File: config.mk
export PLATFORM = sky130hd
export DESIGN_NAME = mem_arbiter
export DESIGN_NICKNAME = d
export VERILOG_FILES = /design/src/rtl/mem_arbiter.sv
export SDC_FILE = /design/constraint.sdc
export NUM_CORES = 1
export LEC_CHECK = 0
export BUFFER_PORTS_ARGS = -buffer_cell sky130_fd_sc_hd__clkbuf_2
export CORE_MARGIN = 2
export CORE_UTILIZATION = 39
export DETAILED_ROUTE_END_ITERATION = 8
export GPL_TIMING_DRIVEN = 0
export PLACE_DENSITY = 0.77
export SYNTH_ARGS = -nofsm -noshare
export SYNTH_HDL_FRONTEND = slang
export SYNTH_SLANG_ARGS = --single-unit
File: constraint.sdc
create_clock -name clk -period 1.8 [get_ports clk]
set_clock_uncertainty 0.05 [all_clocks]
set_input_delay 0.18 -clock clk [delete_from_list [all_inputs] [get_ports clk]]
set_output_delay 0.18 -clock clk [all_outputs]
set_load 0.005 [all_outputs]
File: src/rtl/mem_arbiter.sv
// mem_arbiter: shares one mem_system (cache + four-bank memory) between the
// instruction-fetch port (i_*) and the data port (d_*). One outstanding
// request per port; one transaction on the memory side at a time. The granted
// request is registered onto m_* and held until m_Done or m_err, and the
// result is routed back to the owner combinationally in the completion cycle.
// A watchdog moves the block to a sticky FAULT state if a granted transaction
// waits TIMEOUT cycles without completing.
//
// Optional feature: define MEM_ARB_RR_EN to alternate grants when both ports
// request in the same idle cycle. When it is undefined, D has fixed priority
// over I.
//
// Parameters:
//   TIMEOUT  busy cycles allowed before FAULT (>= 2)
// Ports:
//   clk, rst                      clock, asynchronous active-high reset
//   i_Addr, i_Rd                  fetch request (level, held until i_Done)
//   i_DataOut, i_Done, i_Stall, i_err   fetch response/status
//   d_Addr, d_DataIn, d_Rd, d_Wr  data request (level, held until d_Done)
//   d_DataOut, d_Done, d_Stall, d_CacheHit, d_err   data response/status
//   m_Addr, m_DataIn, m_Rd, m_Wr  request to mem_system (registered)
//   m_DataOut, m_Done, m_Stall, m_CacheHit, m_err   response from mem_system
module mem_arbiter #(
  parameter int TIMEOUT = 64
) (
  input  logic        clk,
  input  logic        rst,
  input  logic [15:0] i_Addr,
  input  logic        i_Rd,
  output logic [15:0] i_DataOut,
  output logic        i_Done,
  output logic        i_Stall,
  output logic        i_err,
  input  logic [15:0] d_Addr,
  input  logic [15:0] d_DataIn,
  input  logic        d_Rd,
  input  logic        d_Wr,
  output logic [15:0] d_DataOut,
  output logic        d_Done,
  output logic        d_Stall,
  output logic        d_CacheHit,
  output logic        d_err,
  output logic [15:0] m_Addr,
  output logic [15:0] m_DataIn,
  output logic        m_Rd,
  output logic        m_Wr,
  input  logic [15:0] m_DataOut,
  input  logic        m_Done,
  input  logic        m_Stall,
  input  logic        m_CacheHit,
  input  logic        m_err
);

  localparam int CW = (TIMEOUT > 2) ? $clog2(TIMEOUT) : 1;
  localparam logic [CW-1:0] CNT_LAST = CW'(TIMEOUT - 1);

  typedef enum logic [1:0] {IDLE, BUSY_I, BUSY_D, FAULT} state_t;

  state_t        state, state_nxt;
  logic [CW-1:0] cnt, cnt_nxt;
  logic [15:0]   addr_q, addr_nxt;
  logic [15:0]   data_q, data_nxt;
  logic          rd_q, rd_nxt;
  logic          wr_q, wr_nxt;

  logic d_req, illegal, grant_d, grant_i;
  logic busy_i, busy_d, fin;

  // m_Stall carries no control meaning here; it is observed only.
  logic unused_m_stall;
  assign unused_m_stall = m_Stall;

  assign d_req   = d_Rd | d_Wr;
  assign illegal = d_Rd & d_Wr;
  assign busy_i  = (state == BUSY_I);
  assign busy_d  = (state == BUSY_D);
  // m_err ends a transaction just like m_Done does.
  assign fin     = (busy_i | busy_d) & (m_Done | m_err);

`ifdef MEM_ARB_RR_EN
  // last_d = 1 when D received the most recent grant (reset: I last).
  logic last_d, last_d_nxt;

  assign grant_d = (state == IDLE) & d_req & ~illegal & (~i_Rd | ~last_d);
  assign grant_i = (state == IDLE) & i_Rd & ~illegal & (~d_req | last_d);

  always_comb begin
    last_d_nxt = last_d;
    if (grant_d)      last_d_nxt = 1'b1;
    else if (grant_i) last_d_nxt = 1'b0;
  end

  always_ff @(posedge clk or posedge rst) begin
    if (rst) last_d <= 1'b0;
    else     last_d <= last_d_nxt;
  end
`else
  // An illegal D op blocks the fetch grant too, because it counts as a D request.
  assign grant_d = (state == IDLE) & d_req & ~illegal;
  assign grant_i = (state == IDLE) & i_Rd & ~d_req;
`endif

  always_comb begin
    state_nxt = state;
    cnt_nxt   = cnt;
    addr_nxt  = addr_q;
    data_nxt  = data_q;
    rd_nxt    = rd_q;
    wr_nxt    = wr_q;
    case (state)
      IDLE: begin
        if (grant_d) begin
          state_nxt = BUSY_D;
          cnt_nxt   = '0;
          addr_nxt  = d_Addr;
          data_nxt  = d_DataIn;
          rd_nxt    = ~d_Wr;
          wr_nxt    = d_Wr;
        end else if (grant_i) begin
          state_nxt = BUSY_I;
          cnt_nxt   = '0;
          addr_nxt  = i_Addr;
          data_nxt  = '0;
          rd_nxt    = 1'b1;
          wr_nxt    = 1'b0;
        end
      end
      BUSY_I, BUSY_D: begin
        // Completion is checked first so it wins over a same-cycle timeout.
        if (m_Done | m_err) begin
          state_nxt = IDLE;
          rd_nxt    = 1'b0;
          wr_nxt    = 1'b0;
        end else if (cnt == CNT_LAST) begin
          state_nxt = FAULT;
          rd_nxt    = 1'b0;
          wr_nxt    = 1'b0;
        end else begin
          cnt_nxt = cnt + 1'b1;
        end
      end
      FAULT: begin
        state_nxt = FAULT;
      end
      default: begin
        state_nxt = IDLE;
      end
    endcase
  end

  always_ff @(posedge clk or posedge rst) begin
    if (rst) begin
      state  <= IDLE;
      cnt    <= '0;
      addr_q <= '0;
      data_q <= '0;
      rd_q   <= 1'b0;
      wr_q   <= 1'b0;
    end else begin
      state  <= state_nxt;
      cnt    <= cnt_nxt;
      addr_q <= addr_nxt;
      data_q <= data_nxt;
      rd_q   <= rd_nxt;
      wr_q   <= wr_nxt;
    end
  end

  assign m_Addr   = addr_q;
  assign m_DataIn = data_q;
  assign m_Rd     = rd_q;
  assign m_Wr     = wr_q;

  // Requester-side outputs are forced low while rst is held so that the
  // input-derived terms (stalls, illegal-op error) also read zero in reset.
  assign i_Done     = ~rst & busy_i & (m_Done | m_err);
  assign d_Done     = ~rst & busy_d & (m_Done | m_err);
  assign i_DataOut  = i_Done ? m_DataOut : 16'h0000;
  assign d_DataOut  = d_Done ? m_DataOut : 16'h0000;
  assign d_CacheHit = d_Done & m_CacheHit;
  assign i_err      = ~rst & ((busy_i & m_err) | (state == FAULT));
  assign d_err      = ~rst & ((busy_d & m_err) | (state == FAULT) |
                              ((state == IDLE) & illegal));
  assign i_Stall    = ~rst & i_Rd & ~(busy_i & m_Done);
  assign d_Stall    = ~rst & d_req & ~(busy_d & m_Done);

  logic unused_fin;
  assign unused_fin = fin;

endmodule

# ---- After elaboration in Yosys (flattened, before gate mapping)
# Cells that the tools add are included.
dict set report classes {
  n_addsub 1
  eq_ne 8
  muxes 24
  n_bitwise 32
  reduce_logical 8
}
# operator count
set op_table {}
lappend op_table {{$mux 16} 6}
lappend op_table {{$mux 6} 4}
lappend op_table {{$and 1x1->1} 21}
lappend op_table {{$pmux 6 s2} 1}
lappend op_table {{$mux 2} 4}
lappend op_table {{$add 6x1->6 const B} 1}
lappend op_table {{$eq 6x6->1 const B} 1}
lappend op_table {{$mux 1} 6}
lappend op_table {{$ne 3x3->1 const B} 2}
lappend op_table {{$not 1->1} 6}
lappend op_table {{$pmux 2 s3} 1}
lappend op_table {{$or 1x1->1} 5}
lappend op_table {{$eq 2x2->1 const B} 2}
lappend op_table {{$ne 2x2->1 const B} 2}
lappend op_table {{$pmux 1 s2} 2}
lappend op_table {{$reduce_and 2->1} 2}
lappend op_table {{$reduce_and 4->1} 1}
lappend op_table {{$reduce_bool 2->1} 2}
lappend op_table {{$reduce_and 3->1} 1}
lappend op_table {{$eq 2x1->1 const B} 1}
lappend op_table {{$logic_not 2->1} 1}
lappend op_table {{$reduce_or 2->1} 1}
dict set report word_totals {
  register_bits 42
  inputBits 73
  word_cells 79
}

# ---- Longest topological paths before layout
dict set report logic_depth {
  word_depth 6
  depth_mapped 6
}

# ---- Worst setup path before layout
# No wires, ideal clock.
dict set report synth_path {
  kind {reg-to-reg}
  from {register state[0]}
  to {register state[0]}
  setup_ns 0.125
  arrival_ns 1.616
  required_ns 1.625
  slack_ns 0.009
  path_stages_with_launch 7
  path_buffers 1
  synth_period_minus_slack_ns 1.791
  path_cell_list {dfrtp_1 > inv_1 > ha_1 > clkbuf_1 > o211ai_1 > nor2b_2 > mux2_4}
}
dict set report synth_via {
  elab_chain_len 5
  elab_cells_between_ends 14
  cone_classes {5 x eq/ne; 2 x mux; 4 x bitwise; 3 x reduce/logical}
}
# item line
set synth_lines {}
lappend synth_lines {{start, declared} 59} ;# state_t state, state_nxt;
lappend synth_lines {{start signal, assigned} 160} ;# state <= state_nxt;
lappend synth_lines {{$logic_not 2->1} {99, 100, 110}}
lappend synth_lines {{$and 1x1->1 (on tied branches) (2 in series)} {99, 100}}
lappend synth_lines {{$mux 2 / $ne 3x3->1 (equally long branches)} --}
lappend synth_lines {{$pmux 2 s3 / $reduce_and 2->1 (equally long branches)} --}
# Parallel ways exist; a longest one is shown, timed or not.
# A chain may end at the register's enable or synchronous reset.

# ---- Final worst setup path
dict set report layout_path {
  from {register state[0]}
  to {output d_DataOut[10]}
}
dict set report layout_via {
  elab_chain_len 4
}
# item line
set layout_lines {}
lappend layout_lines {{$eq 2x2->1} 76} ;# assign busy_d = (state == BUSY_D);
lappend layout_lines {{$and 1x1->1 (2 in series)} 177} ;# assign d_Done = ~rst & busy_d & (m_Done | m_err);
lappend layout_lines {{$mux 16} 179} ;# assign d_DataOut = d_Done ? m_DataOut : 16'h0000;
lappend layout_lines {{end, declared} 38} ;# output logic [15:0] d_DataOut,
# No other way between the ends.

==> results.py <==
metrics = {
    "run_status": {
        "outcome": "complete, but fails checks",
        "violations": "negative hold slack, negative setup slack",
    },
    "synthesis": {
        "ys_seq_area_share_pct": 45.4,
        "avgSynthCellArea_um2": 10.2,
        "yosysUniqueCellTypes": 44,
        "ys.warnings.count": 0,
        "syn-num-nets": 305,
        "ys_ff_latch": 42,
        "syn_area_mm2": 0.00232,
        "yosys-top-cells-area": "dfrtp_1, and2_1, mux2i_1, a22o_1, nand2_1",
        "synth.top_cell.area_share_pct": 45.4,
        "yosys.area.top_type": "dfrtp_1",
        "synth_cells": 226,
    },
    "route": {
        "antenna_left": 0,
        "routed_wl_mm": 6.77,
        "wl_per_cell_um": 14.5,
        "dr.pass1.iters": 4,
        "vias": 2334,
        "drt_iter0_drc": 100,
        "drc": 0,
        "via_per_inst": 5.00,
    },
    "placed_design": {
        "portBuffers": 142,
        "dp_hpwl_mm": 4.80,
        "placed_area_mm2": 0.00312,
        "place_congestion": 0.838,
    },
    "floorplan": {
        "die_y_um": 81.1,
        "dieWidth_um": 81.1,
        "io-pin-count": 146,
        "start_util_pct": 39.8,
        "dieArea_mm2": 0.00657,
        "std_cell_rows": 28,
        "core_area_mm2": 0.00582,
    },
    "cts": {
        "cts_tree": "built",
        "clk_pin_slew_ns": 0.08,
        "h-tree-depth": 2,
        "clock_latency_ns": 0.28,
        "ctsRootBufferMaster": "clkbuf_8",
        "cts-buffers-inserted": 5,
        "cts_sinks": 42,
        "clockBufferDepth": 2,
        "hold_buffers": 0,
    },
    "finish": {
        "postLayoutCoreUtil_pct": 63.6,
        "fin_area_mm2": 0.00370,
        "layout-drive-gt1-share_pct": 59.4,
        "syn_to_final_growth_pct": 59.6,
        "num_antenna_cells": 0,
        "final_nets": 470,
    },
    "global_routing": {
        "antenna_found_initial": 0,
        "grt_pass1_vias": 2238,
        "grt_pass1_wl_mm": 10.0,
        "grt-ovfl-total": 0,
        "grt_usage_pct": 19.7,
        "grt_max_degree": 44,
    },
    "sta": {
        "setup_violations": 38,
        "hold_viol": 5,
        "finalCritPeriodShare_pct": 106,
        "maxSlewViolCount": 0,
        "worst_pin_slew_ns": 0.516,
        "hold_ws_ns": -0.0147,
        "finalCriticalPeriod_ns": 1.90,
        "fmax_mhz": 526,
        "rsz0062_at_grt": "yes",
        "slew_headroom_pct": 65.6,
        "timing.final.ws_setup_ns": -0.101,
    },
    "critical_path": {
        "crit_path_end_kind": "output pin",
        "arrival_ns": 1.67,
        "path_class": "reg2out",
        "startpoint": "state[0]$_DFFE_PP0P_",
        "r2r-start": "state[0]$_DFFE_PP0P_",
        "cp.required_ns": 1.57,
        "critPathMaxFanout": 5,
        "cp-start-kind": "register",
    },
    "flow_run": {
        "max_cap_viol_count": 0,
    },
    "power_and_ir_drop": {
        "p_leak_nw": 1.99,
        "power_mw": 5.06,
        "vdd_drop_max_v": 0.000624,
        "powerDensity_mw_per_mm2": 1370,
    },
    "min_path": {
        "hold_path_class": "in2async",
    },
}
==> synth_stat cells <==
cell,instances
dfrtp_1,42
and2_1,35
nand2_1,21
a22o_1,17
mux2i_1,16
o21ai_1,11
a21oi_1,10
o21ai_0,8
buf_2,7
ha_1,6
inv_1,5
nand3_1,4
a211oi_1,3
clkbuf_1,3
nand4_1,3
nor2_1,3
a21o_1,2
buf_6,2
mux2_4,2
nor3b_2,2
a211oi_2,1
a21bo_1,1
a21boi_4,1
a22oi_1,1
and3_1,1
buf_4,1
mux2_2,1
nand2_2,1
nand2b_1,1
nand3_2,1
nand4b_1,1
nor2_2,1
nor2b_2,1
nor3_1,1
nor3b_1,1
nor4_1,1
o211ai_1,1
o21a_1,1
o2bb2ai_1,1
o41ai_1,1
or3_4,1
or3b_2,1
or4_1,1
xor2_1,1
==> power breakdown <==
part	switching [mW]	internal (mW)
clock network	0.314	0.414
logic	1.30	1.48
registers	0.212	1.34
==> registers in the layout (all words and copies together) (netlist names) <==
signal,count
cnt,6
m_Addr,16
m_DataIn,16
m_Rd,1
m_Wr,1
state,2
==> final timing paths <==
path	depth (start not counted)	end	slack (ns)
max	6	d_DataOut[10]	-0.10
min reg2reg	2	m_Addr[9]$_DFFE_PP0P_	0.44
min	2	cnt[2]$_DFFE_PP0P_	-0.01
min in group clk	2	m_DataIn[10]$_DFFE_PP0P_	0.07
max in group asynchronous	2	m_DataIn[4]$_DFFE_PP0P_	1.34
max reg2reg	6	cnt[0]$_DFFE_PP0P_	-0.08
==> kinds of logic after synthesis <==
logic type | after synthesis | synth area share [%]
multiplexers | 19 | 8.70
adder cells (fa/ha/maj) | 6 | 3.24
AND/OR/NAND/NOR | 81 | 20.4
flip-flops | 42 | 45.4
buffers and inverters | 18 | 4.11
XOR/XNOR | 1 | 0.378
AO/OA/AOI/OAI | 59 | 17.8
==> routing by layer <==
metal | up-vias | routed length [µm] | track usage (%)
li1 | 1132 | - | -
met1 | 1073 | 2760 | 22.7
met2 | 125 | 3350 | 35.9
met3 | 4 | 610 | 5.11
met4 | 0 | 44 | 5.59
met5 | - | 0 | 0
==> timing repair <==
action                     in CTS  in global routing
gates resized for setup        34                 65
pin swaps                      13                 23
setup endpoints to repair      48                 48
cloned                          2                  0
setup buffers                  13                  2
==> cell type report <==
class | count | area [µm²]
buffer | 13 | 100
clock buffer | 6 | 72.6
clock inverter | 2 | 37.5
fill | 475 | 2120
inverter | 5 | 21.3
multi-input combinational | 166 | 1320
sequential | 42 | 1050
tap | 75 | 93.8
timing repair buffer | 158 | 1000
==> critical path: stages (launching register included) <==
cell      delay (ns)
dfrtp_1         0.42
inv_2           0.11
ha_4            0.14
nor3b_4         0.28
clkbuf_8        0.21
and2_4          0.14
buf_6           0.08
==> placed cells by master, fill, tap and decap left out, types with 2 or more instances in the layout <==
cell type,netlist,final
nand3_1,4,4
buf_2,7,8
nor2_1,3,3
mux2_4,2,2
ha_2,0,3
and2_4,0,30
nand4_1,3,3
ha_4,0,2
mux2i_1,16,16
a22o_1,17,17
clkbuf_8,0,9
dfrtp_1,42,42
a21o_1,2,2
inv_1,5,2
o21ai_1,11,11
clkbuf_2,0,118
a211oi_2,1,2
and2_1,35,5
buf_6,2,29
a211oi_1,3,2
nor3b_4,0,2
inv_2,0,2
a21oi_1,10,9
o21ai_0,8,8
nand2_1,21,21
buf_4,1,11
==> per-stage QoR <==
stage	hold slack, ns	TNS, ns	worst slack, ns	instances
floorplan	0.263	0	0.00896	226
global placement	0.354	-5.25	-0.456	443
CTS	0.0617	-3.42	-0.126	466
detailed placement	0.357	-4.41	-0.201	443
global route	0.0405	-6.10	-0.170	467
finish	-0.0147	-2.79	-0.101	467
No activity file was read; power rests on OpenSTA's default activity.
